$ cat config.mk
export PLATFORM = sky130hd
export DESIGN_NAME = edge_event_arbiter
export DESIGN_NICKNAME = d
export VERILOG_FILES = /design/src/rtl/edge_event_arbiter.sv
export SDC_FILE = /design/constraint.sdc
export NUM_CORES = 1
export LEC_CHECK = 0
export ABC_AREA = 0
export ABC_CLOCK_PERIOD_IN_PS = 2460
export CAP_MARGIN = 10
export CORE_UTILIZATION = 50
export DETAILED_ROUTE_END_ITERATION = 16
export DONT_BUFFER_PORTS = 1
export HOLD_SLACK_MARGIN = 0.12
export PLACE_DENSITY_LB_ADDON = 0.15
export SKIP_LAST_GASP = 1
export SYNTH_ARGS = -nofsm -noshare
export SYNTH_HDL_FRONTEND = slang
export SYNTH_SLANG_ARGS = --single-unit
$ cat constraint.sdc
create_clock -name clk -period 2.46 [get_ports clk]
set_input_delay 0.369 -clock clk [delete_from_list [all_inputs] [get_ports clk]]
set_output_delay 0.369 -clock clk [all_outputs]
set_load 0.01 [all_outputs]
$ cat src/rtl/edge_event_arbiter.sv
// Edge-event arbiter: detects per-channel rising/falling edges, queues one event per
// channel and presents them round-robin through a single valid/ready output slot.
module edge_event_arbiter #(
    parameter int N_CH = 4,
    parameter int ID_W = 2
) (
    input  logic            clk,
    input  logic            rst,
    input  logic [N_CH-1:0] in_sig,
    input  logic            cfg_we,
    input  logic [ID_W-1:0] cfg_ch,
    input  logic [1:0]      cfg_mode,
    input  logic            ovf_clr,
    input  logic            evt_ready,
    output logic            evt_valid,
    output logic [ID_W-1:0] evt_ch,
    output logic            evt_rise,
    output logic [N_CH-1:0] overflow
);

    logic [N_CH-1:0]      prev_p0;
    logic [N_CH-1:0][1:0] mode;
    logic [N_CH-1:0]      pending_p1;
    logic [N_CH-1:0]      dir_p1;
    logic [ID_W-1:0]      last_grant;

    logic [N_CH-1:0] rise;
    logic [N_CH-1:0] fall;
    logic [N_CH-1:0] detect;
    logic [N_CH-1:0] grant_1h;
    logic [N_CH-1:0] held;
    logic [N_CH-1:0] accept;
    logic [N_CH-1:0] ovf_set;
    logic [N_CH-1:0] clr_1h;
    logic [N_CH-1:0] pending_nxt;
    logic [N_CH-1:0] dir_nxt;
    logic [ID_W:0]   pick;
    logic            slot_free;
    logic            grant_vld;
    logic [ID_W-1:0] grant_ch;

    // Returns {found, index}; scanning downward lets the channel nearest last+1 win.
    function automatic logic [ID_W:0] rr_pick(input logic [N_CH-1:0] req,
                                              input logic [ID_W-1:0] last);
        logic [ID_W:0]   sum;
        logic [ID_W-1:0] idx;
        logic [ID_W:0]   result;
        result = '0;
        for (int i = N_CH; i >= 1; i--) begin
            sum = {1'b0, last} + (ID_W+1)'(i);
            if (sum >= (ID_W+1)'(N_CH)) begin
                sum = sum - (ID_W+1)'(N_CH);
            end
            idx = sum[ID_W-1:0];
            if (req[idx]) begin
                result = {1'b1, idx};
            end
        end
        return result;
    endfunction

    always_comb begin
        rise = in_sig & ~prev_p0;
        fall = ~in_sig & prev_p0;
        for (int k = 0; k < N_CH; k++) begin
            detect[k] = (rise[k] & mode[k][0]) | (fall[k] & mode[k][1]);
        end

        slot_free = ~evt_valid | evt_ready;
        pick      = rr_pick(pending_p1, last_grant);
        grant_vld = slot_free & pick[ID_W];
        grant_ch  = pick[ID_W-1:0];

        grant_1h = '0;
        if (grant_vld) begin
            grant_1h[grant_ch] = 1'b1;
        end

        // A channel being granted this cycle frees its pending slot for a new edge.
        held    = pending_p1 & ~grant_1h;
        ovf_set = detect & held;
        accept  = detect & ~held;

        clr_1h = '0;
        if (cfg_we && (cfg_mode == 2'b00)) begin
            clr_1h[cfg_ch] = 1'b1;
        end

        pending_nxt = (held | accept) & ~clr_1h;
        dir_nxt     = (dir_p1 & ~accept) | (rise & accept);
    end

    // Stage p0: edge history; stage p1: pending events; output slot follows.
    always_ff @(posedge clk or negedge rst) begin
        if (!rst) begin
            prev_p0    <= '0;
            mode       <= '0;
            pending_p1 <= '0;
            dir_p1     <= '0;
            overflow   <= '0;
            last_grant <= ID_W'(N_CH - 1);
            evt_valid  <= 1'b0;
            evt_ch     <= '0;
            evt_rise   <= 1'b0;
        end else begin
            prev_p0    <= in_sig;
            pending_p1 <= pending_nxt;
            dir_p1     <= dir_nxt;
            overflow   <= (ovf_clr ? '0 : overflow) | ovf_set;
            if (cfg_we) begin
                mode[cfg_ch] <= cfg_mode;
            end
            if (slot_free) begin
                evt_valid <= grant_vld;
            end
            if (grant_vld) begin
                evt_ch     <= grant_ch;
                evt_rise   <= dir_p1[grant_ch];
                last_grant <= grant_ch;
            end
        end
    end

endmodule

; Word-level counts from Yosys, hierarchy flattened
; Index checks and enable logic that the tools add are counted.
[totals]
in_bits = 13
out_inout_bits = 8
ff_bits = 30
[classes]
reduce_logical = 4
n_addsub = 8
n_mux = 28
order_cmp = 12
bitwise = 32
[op_table]
columns = operator, n
row1 = bitwise AND 4 bit, 8
row2 = inverter 4 bit, 6
row3 = "less-than comparator 2 x 3 -> 1 bit, second input constant", 6
row4 = ">= comparator 3 bit, second input constant", 4
row5 = 2-to-1 mux 3 bit, 4
row6 = 2-to-1 mux 4 bit, 3
row7 = OR 4 bit, 3
row8 = binary-select mux 1 bit (select 2 bit), 5
row9 = 2-to-1 mux 2 bit, 5
row10 = bitwise AND 1 bit, 9
row11 = bitwise mux 8 bit, 1
row12 = "subtractor 2 x 1 -> 2 bit, second input constant", 4
row13 = 2-to-1 mux 1 bit, 7
row14 = "adder 2 x 2 -> 3 bit, second input constant", 2
row15 = OR 1 bit, 5
row16 = demux 1 bit (select 2 bit), 2
row17 = demux 2 bit (select 2 bit), 1
row18 = ">= comparator 2 x 1 -> 1 bit, second input constant", 2
row19 = "adder 2 x 1 -> 3 bit, second input constant", 1
row20 = "adder 2 x 3 -> 3 bit, second input constant", 1
row21 = logical AND 1 bit, 3
row22 = logical NOT 2 bit, 1
row23 = inverter 1 bit, 1

; Depth between registers and ports, before layout
; Gate-level depths: netlist of the first run.
[depth]
depth_word = 21
mapped_depth = 6

; Worst setup path after synthesis of the first run
; OpenSTA, ideal clock, no wires.
[synth_path]
kind = reg-to-reg
from = register last_grant[1]
to = register evt_rise
slack_ns = 0.449
t_arrival_ns = 1.886
required_ns = 2.335
n_path_buf = 1
path_stages_with_launch = 7
path_cell_list = dfstp_2 > buf_4 > mux2i_1 > o22a_1 > o21a_4 > mux4_2 > mux2_4
[synth_between]
elab_chain_len = 11
[synth_rtl]
columns = element, line
row1 = from (decl), 25  ; logic [ID_W-1:0] last_grant;
row2 = from (signal assigned), 101  ; last_grant <= ID_W'(N_CH - 1);
row3 = from (signal assigned), 119  ; last_grant <= grant_ch;
row4 = adder 2 x 3 -> 3 bit, 50  ; sum = {1'b0, last} + (ID_W+1)'(i);
row5 = >= comparator 3 bit or subtractor 2 x 1 -> 2 bit (tied branches), "51, 52"
row6 = 2-to-1 mux 2 bit, 51  ; if (sum >= (ID_W+1)'(N_CH)) begin
row7 = binary-select mux 1 bit (select 2 bit), 55  ; if (req[idx]) begin
row8 = 2-to-1 mux 1 bit (not written as such), 55
row9 = 2-to-1 mux 3 bit (3 in series), 55
row10 = 2-to-1 mux 3 bit (*), 55
row11 = binary-select mux 1 bit (select 2 bit), 118  ; evt_rise <= dir_p1[grant_ch];
row12 = 2-to-1 mux 1 bit (not written as such), 118
row13 = to (signal assigned), 118
row14 = to (decl), 17  ; output logic evt_rise,
; Every way passes the cells marked *; elsewhere a longest branch is shown, timed or not. The select of a mux whose other input is x is not followed.
; A chain may end at the register's enable or synchronous reset.

; Worst setup path after layout of the first run
; Ends and elaborated chain as after synthesis.

==> results of run 1 <==
-- cell type report --
cell class              instances  area share [%]
well taps                      30            2.41
clock buffers                   5            2.41
repair buffers                  8            5.78
inverters                       5            1.20
clock inverters                 3            2.89
multi-input cells              85            36.9
flip-flops and latches         30            48.4
-- metal layers --
layer | share of wire, % | global-route usage, %
met5 | 0 | 0
met3 | 4.0 | 7.63
met2 | 48 | 33.5
met4 | 1.6 | 11.5
met1 | 46 | 26.5
-- worst min path at each step --
| stage | startpoint | to |
|---|---|---|
| after floorplan | rst | asynchronous set/reset pin |
| after global placement | rst | evt_ch[1] |
| after detailed placement | rst | evt_ch[1] |
| after CTS | ovf_clr | overflow[2] |
| after global routing | cfg_mode[1] | mode[7] |
| final | cfg_mode[0] | mode[2] |
-- where the power goes --
group / total (mW) / switching [mW] / internal (mW)
clock: 0.403 / 0.190 / 0.213
combinational: 0.605 / 0.299 / 0.305
sequential: 0.847 / 0.182 / 0.665
total: 1.85 / 0.671 / 1.18
-- kinds of logic (layout without fill, tap and decap cells) --
group | count (synthesis) | in the layout | synth area share, %
AOI/OAI and AO/OA | 34 | 34 | 17.3
DFF | 30 | 30 | 55.6
and+or+nand+nor | 39 | 39 | 14.2
buffers and inverters | 6 | 21 | 1.94
muxes | 12 | 12 | 11.0
-- metrics by stage --
| step | instances | worst slack [ps] | area [um^2] | hold slack, ps |
|---|---|---|---|---|
| after floorplan | 121 | 449 | 1360 | 73.4 |
| after global placement | 150 | 470 | 1390 | 74.1 |
| after detailed placement | 150 | 411 | 1390 | 74.0 |
| after CTS | 165 | 395 | 1550 | 130 |
| after global routing | 166 | 251 | 1560 | 150 |
| final | 166 | 394 | 1560 | 171 |
-- repair_timing --
item,4_1_cts,5_1_grt
hold endpoints to repair,37,1
setup buffers,0,0
hold buffers,7,1
-- layout by cell type (no fill, tap or decap), types with 2 or more instances in the layout --
cell type	netlist	layout
dfrtp_1	28	28
nand2_1	12	12
nor2_1	10	10
mux2_2	9	9
dlygate4sd3_1	0	7
nand3b_1	5	5
inv_1	5	5
a21oi_1	5	5
o22ai_1	5	5
o21ai_0	5	5
clkbuf_4	0	5
nor3_1	4	4
o21a_1	4	4
o211ai_1	4	4
nand2b_1	3	3
a21o_1	2	2
o31ai_1	2	2
clkinvlp_4	0	2
dfstp_2	2	2
==> flow_summary.toml, run 1 <==
[global_route]
wire_length_of_the_first_global_routing_pass_um = 4180
grtUsageTotal_pct = 21.7
grt_start_max_net_pins = 31
grt_remaining_overflow = 0
vias_in_the_first_global_route = 921
grt_antenna_before_repair = 0

[cells_and_area]
finish.utilization_pct = 61.8
synth_to_layout_area_growth_pct = 15.0
layout.filler_cells = 209
final_nets = 148
final_layout_size_suffix_gt1_share_pct = 16.9
regArea_um2 = 753
antenna_cells = 0
multiInputGateArea_um2 = 576

[drt]
ant_nets = 0
drc_errors = 0
route.vias.total = 975
wl_per_cell_um = 15.8
drt_pre_antenna_iters = 5
finalWirelength_um = 2620
detail_route.iter0.violations = 25
vias_per_cell = 5.87

[synth]
synth_edf_count = 0
postSynthRegisterBits = 30
cell_area_synth_mm2 = 0.00136
synthCells = 121
synthArstFlopShare_pct = 100
yosys.area.top_type = "dfrtp_1"
cell_with_the_most_instances_after_synthesis = "dfrtp_1"
yosysUniqueCellTypes = 32
synthFlopType = "dfrtp_1"
yosysWarnings = 0
postSynthNetCount = 134
post_synth_most_frequent_cells = "dfrtp_1, nand2_1, nor2_1, mux2_2"
post-synth-top-area-fraction_pct = 51.7
avgSynthCellArea_um2 = 11.2
synth_area_leaders = "dfrtp_1, mux2_2, dfstp_2"
synth_seq_area_share_pct = 55.6

[floorplanning]
std_cell_rows = 18
core-area_mm2 = 0.00252
floorplan.io_pins = 21
floorplan.die_area_mm2 = 0.00292
initial_core_util_pct = 53.7
dieHeight_um = 54.1
fp.dieW_um = 54.1

[setup_path]
worst-path-buf-inv = 0
worst_setup_path_end_kind = "flip-flop"
rrSetupSlack_ps = 390
timing.setup.critical_path_class = "reg2reg"
crit_required_ps = 2690
crit_path_max_incr_delay_ps = 610
critical_path.startpoint = "last_grant[1]"
critical-path-top-delay-family = "multiplexers"
chain_of_cells_forming_the_critical_path = "mux2i_1 > o22a_1 > o21a_4 > mux4_2 > mux2_4"
worst-path-max-fanout = 8
crit_path_depth = 5
worstReg2RegStart = "last_grant[1]"
worst_ep_arrival_time_ps = 2300
crit-reg2reg-capture = "evt_rise"
critical-path-slowest-cell = "dfstp_2"
critical_path_startpoint_category = "flip-flop"
cp-endpoint = "evt_rise"
rr_worst_depth = 5

[clock_tree]
cts_buffers = 5
cts.path.max_buffers = 2
clock-sinks = 30
clk-insertion-delay-late_ps = 340
cts_tree = "done"
ctsResizeCount = 0
clock_tree.root_cell = "clkbuf_4"
clk_pin_slew_worst_paths_ps = 110
cts-htree-levels = 2

[timing]
final_period_minus_worst_setup_slack_ps = 2070
fin_skew_ps = 8.63
highest_clock_frequency_the_design_can_meet_ghz = 0.484
totalNegativeSetupSlack_ps = 0
timing.final.crit_share_pct = 84.0
rsz_0062_raised_after_global_routing = "no"
timing.max_slew.rel_slack_pct = 60.4
worst-slew-pin-transition_ps = 587
report.final.slew_viol_count = 0
hold_violations = 0
setup_viol_count_final = 0

[hold_path]
timing.hold.worst_path_depth = 1
worstHoldPathType = "in2reg"

[placement]
io_buffer_count = 0
post-dp-hpwl_um = 1800
final_estimated_routing_congestion_in_global_placement = 0.756

[job]
cap_violations = 0

[power]
power_leakage_nw = 0.642
total_power_mw = 1.85
cellPowerDensity_mw_per_mm2 = 1190
power.ir.vdd_worst_mv = 0.734

[status]
run_status = "complete, no violations"
No activity file was read; power rests on OpenSTA's default activity.
==> run 2: changes to the inputs <==
--- a/config.mk
+++ b/config.mk
@@ -6,7 +6,7 @@
 export NUM_CORES = 1
 export LEC_CHECK = 0
 export ABC_AREA = 0
-export ABC_CLOCK_PERIOD_IN_PS = 2460
+export ABC_CLOCK_PERIOD_IN_PS = 2000
 export CAP_MARGIN = 10
 export CORE_UTILIZATION = 50
 export DETAILED_ROUTE_END_ITERATION = 16
==> constraint.sdc (replaced) <==
create_clock -name clk -period 2 [get_ports clk]
set_input_delay 0.3 -clock clk [delete_from_list [all_inputs] [get_ports clk]]
set_output_delay 0.3 -clock clk [all_outputs]
set_load 0.01 [all_outputs]
==> flow_summary.toml, run 2 (synthesis gave the netlist of run 1 again) <==
[floorplanning]
core-area_mm2 = 0.00252
floorplan.die_area_mm2 = 0.00292
floorplan.io_pins = 21
initial_core_util_pct = 53.7
dieHeight_um = 54.1
fp.dieW_um = 54.1
std_cell_rows = 18

[timing]
timing.max_slew.rel_slack_pct = 66.5
worst_hold_slack_ps = 125
final_period_minus_worst_setup_slack_ps = 2000
timing.final.crit_share_pct = 100
worst-slew-pin-transition_ps = 501
highest_clock_frequency_the_design_can_meet_ghz = 0.500
rsz_0062_raised_after_global_routing = "yes"
totalNegativeSetupSlack_ps = 0
report.final.slew_viol_count = 0
setup_viol_count_final = 0
hold_violations = 0
fin_skew_ps = 11.3

[setup_path]
critical_path_startpoint_category = "flip-flop"
worst_ep_arrival_time_ps = 2240
worst-path-max-fanout = 4
chain_of_cells_forming_the_critical_path = "mux2i_2 > o22a_1 > o21a_4 > mux4_2 > mux2_4"
critical-path-top-delay-family = "multiplexers"
worst-path-buf-inv = 0
worst_setup_path_end_kind = "flip-flop"
critical-path-slowest-cell = "dfstp_2"
crit_required_ps = 2240
crit_path_max_incr_delay_ps = 550
timing.setup.critical_path_class = "reg2reg"

[clock_tree]
cts-htree-levels = 2
cts_tree = "done"
cts_buffers = 5
clk-insertion-delay-late_ps = 340
clock_tree.root_cell = "clkbuf_4"
clk_pin_slew_worst_paths_ps = 100
clock-sinks = 30
cts.path.max_buffers = 2

[power]
share_clk_of_total_power_pct = 19.4
net-switching-power_mw = 0.862
combinational_cell_fraction_of_total_power_pct = 38.5
power_leakage_nw = 0.687
power.ir.vdd_worst_mv = 1.16
total_power_mw = 2.46
power_switching_share_pct = 35.1
power.share.sequential_pct = 42.1
p_int_mw = 1.60
cellPowerDensity_mw_per_mm2 = 1510

[drt]
detail_route.iter0.violations = 21
wl_per_cell_um = 16.0
ant_nets = 0
drc_errors = 0
finalWirelength_um = 2780
drt_pre_antenna_iters = 4
vias_per_cell = 5.73
route.vias.total = 997

[global_route]
groute.layer.met2.usage_pct = 37.0
wire_length_of_the_first_global_routing_pass_um = 4400
met3_capacity_usage_during_global_routing_pct = 6.21
grt_start_max_net_pins = 31
grt_remaining_overflow = 0
grt_antenna_before_repair = 0
gr-usage-met1_pct = 25.9
grtUsageTotal_pct = 22.2
highest_utilization_routing_layer_at_the_global_route_stage = "met2"
vias_in_the_first_global_route = 983

[cells_and_area]
final_nets = 156
synth_to_layout_area_growth_pct = 19.9
antenna_cells = 0
final_layout_size_suffix_gt1_share_pct = 22.2
finish.utilization_pct = 64.4
layout_common_cells = "dfrtp_1, nand2_1, nor2_1"
layout.cells.most_common = "dfrtp_1"

[placement]
final_estimated_routing_congestion_in_global_placement = 0.771
post-dp-hpwl_um = 1780
io_buffer_count = 0

[status]
run_status = "complete, no violations"

[hold_path]
worstHoldPathType = "in2reg"

[job]
cap_violations = 0
## run 2: changes by cell type in the layout (fill, tap and decap cells not counted)
cell	delta
dlygate4sd3_1	+1
buf_4	+7
a31oi_2	+1
mux2i_1	-1
mux2i_2	+1
clkinvlp_4	-2
a31oi_1	-1
clkinv_2	+2
## run 2: worst reg2reg max path: cells and delay by family, from the launching register on
kind / cells / cell delay (ps)
multiplexers: 3 / 990
flip-flops: 1 / 550
AO/OA/AOI/OAI: 2 / 360
## run 2: timing repair
item                                    CTS  global route
setup buffers                             0             3
hold buffers                              9             0
gates resized for setup                   0             2
endpoints found under the hold margin    46             0
endpoints found under the setup margin    0             8
## run 2: cell type report
type / instances / area (um^2)
Fill cell: 224 / 897
Clock inverter: 3 / 40.0
Multi-Input combinational cell: 85 / 586
Sequential cell: 30 / 753
Timing Repair Buffer: 16 / 153
Clock buffer: 5 / 37.5
Inverter: 5 / 18.8
Tap cell: 30 / 37.5
## run 2: routing by layer
| metal | up-vias | wire length [um] | share of wire [%] |
|---|---|---|---|
| met5 | - | 0 | 0 |
| met2 | 29 | 1340 | 48 |
| met1 | 476 | 1250 | 45 |
| met3 | 6 | 146 | 5.3 |
| li1 | 486 | - | - |
| met4 | 0 | 44 | 1.6 |
## run 2: stage by stage
| step | instance area (um^2) | worst slack [ps] | instances |
|---|---|---|---|
| after floorplan | 1360 | 6.54 | 121 |
| after global placement | 1420 | 82.6 | 154 |
| after detailed placement | 1420 | 26.6 | 154 |
| after CTS | 1590 | 11.9 | 171 |
| after global routing | 1630 | -74.9 | 174 |
| final | 1630 | 0.693 | 174 |
## run 2: worst paths after layout
path	from	endpoint	slack, ps	depth (start not counted)
setup / recovery	last_grant[1]	evt_rise	0.7	5
hold / removal	evt_ready	evt_valid	130	3
setup reg to reg	last_grant[1]	evt_rise	0.7	5
hold reg to reg	mode[3]	mode[3]	510	1
max in group asynchronous	rst	last_grant[1]	1360	2
min in group asynchronous	rst	evt_rise	390	2
## run 2: power by group through the flow
stage / registers [mW] / logic, mW / clock network, mW
after floorplan: 0.975 / 0.636 / 0
after global placement: 1.03 / 0.782 / 0
after detailed placement: 1.03 / 0.798 / 0
after CTS: 1.02 / 0.839 / 0.484
after global routing: 1.06 / 1.04 / 0.508
final: 1.03 / 0.947 / 0.478
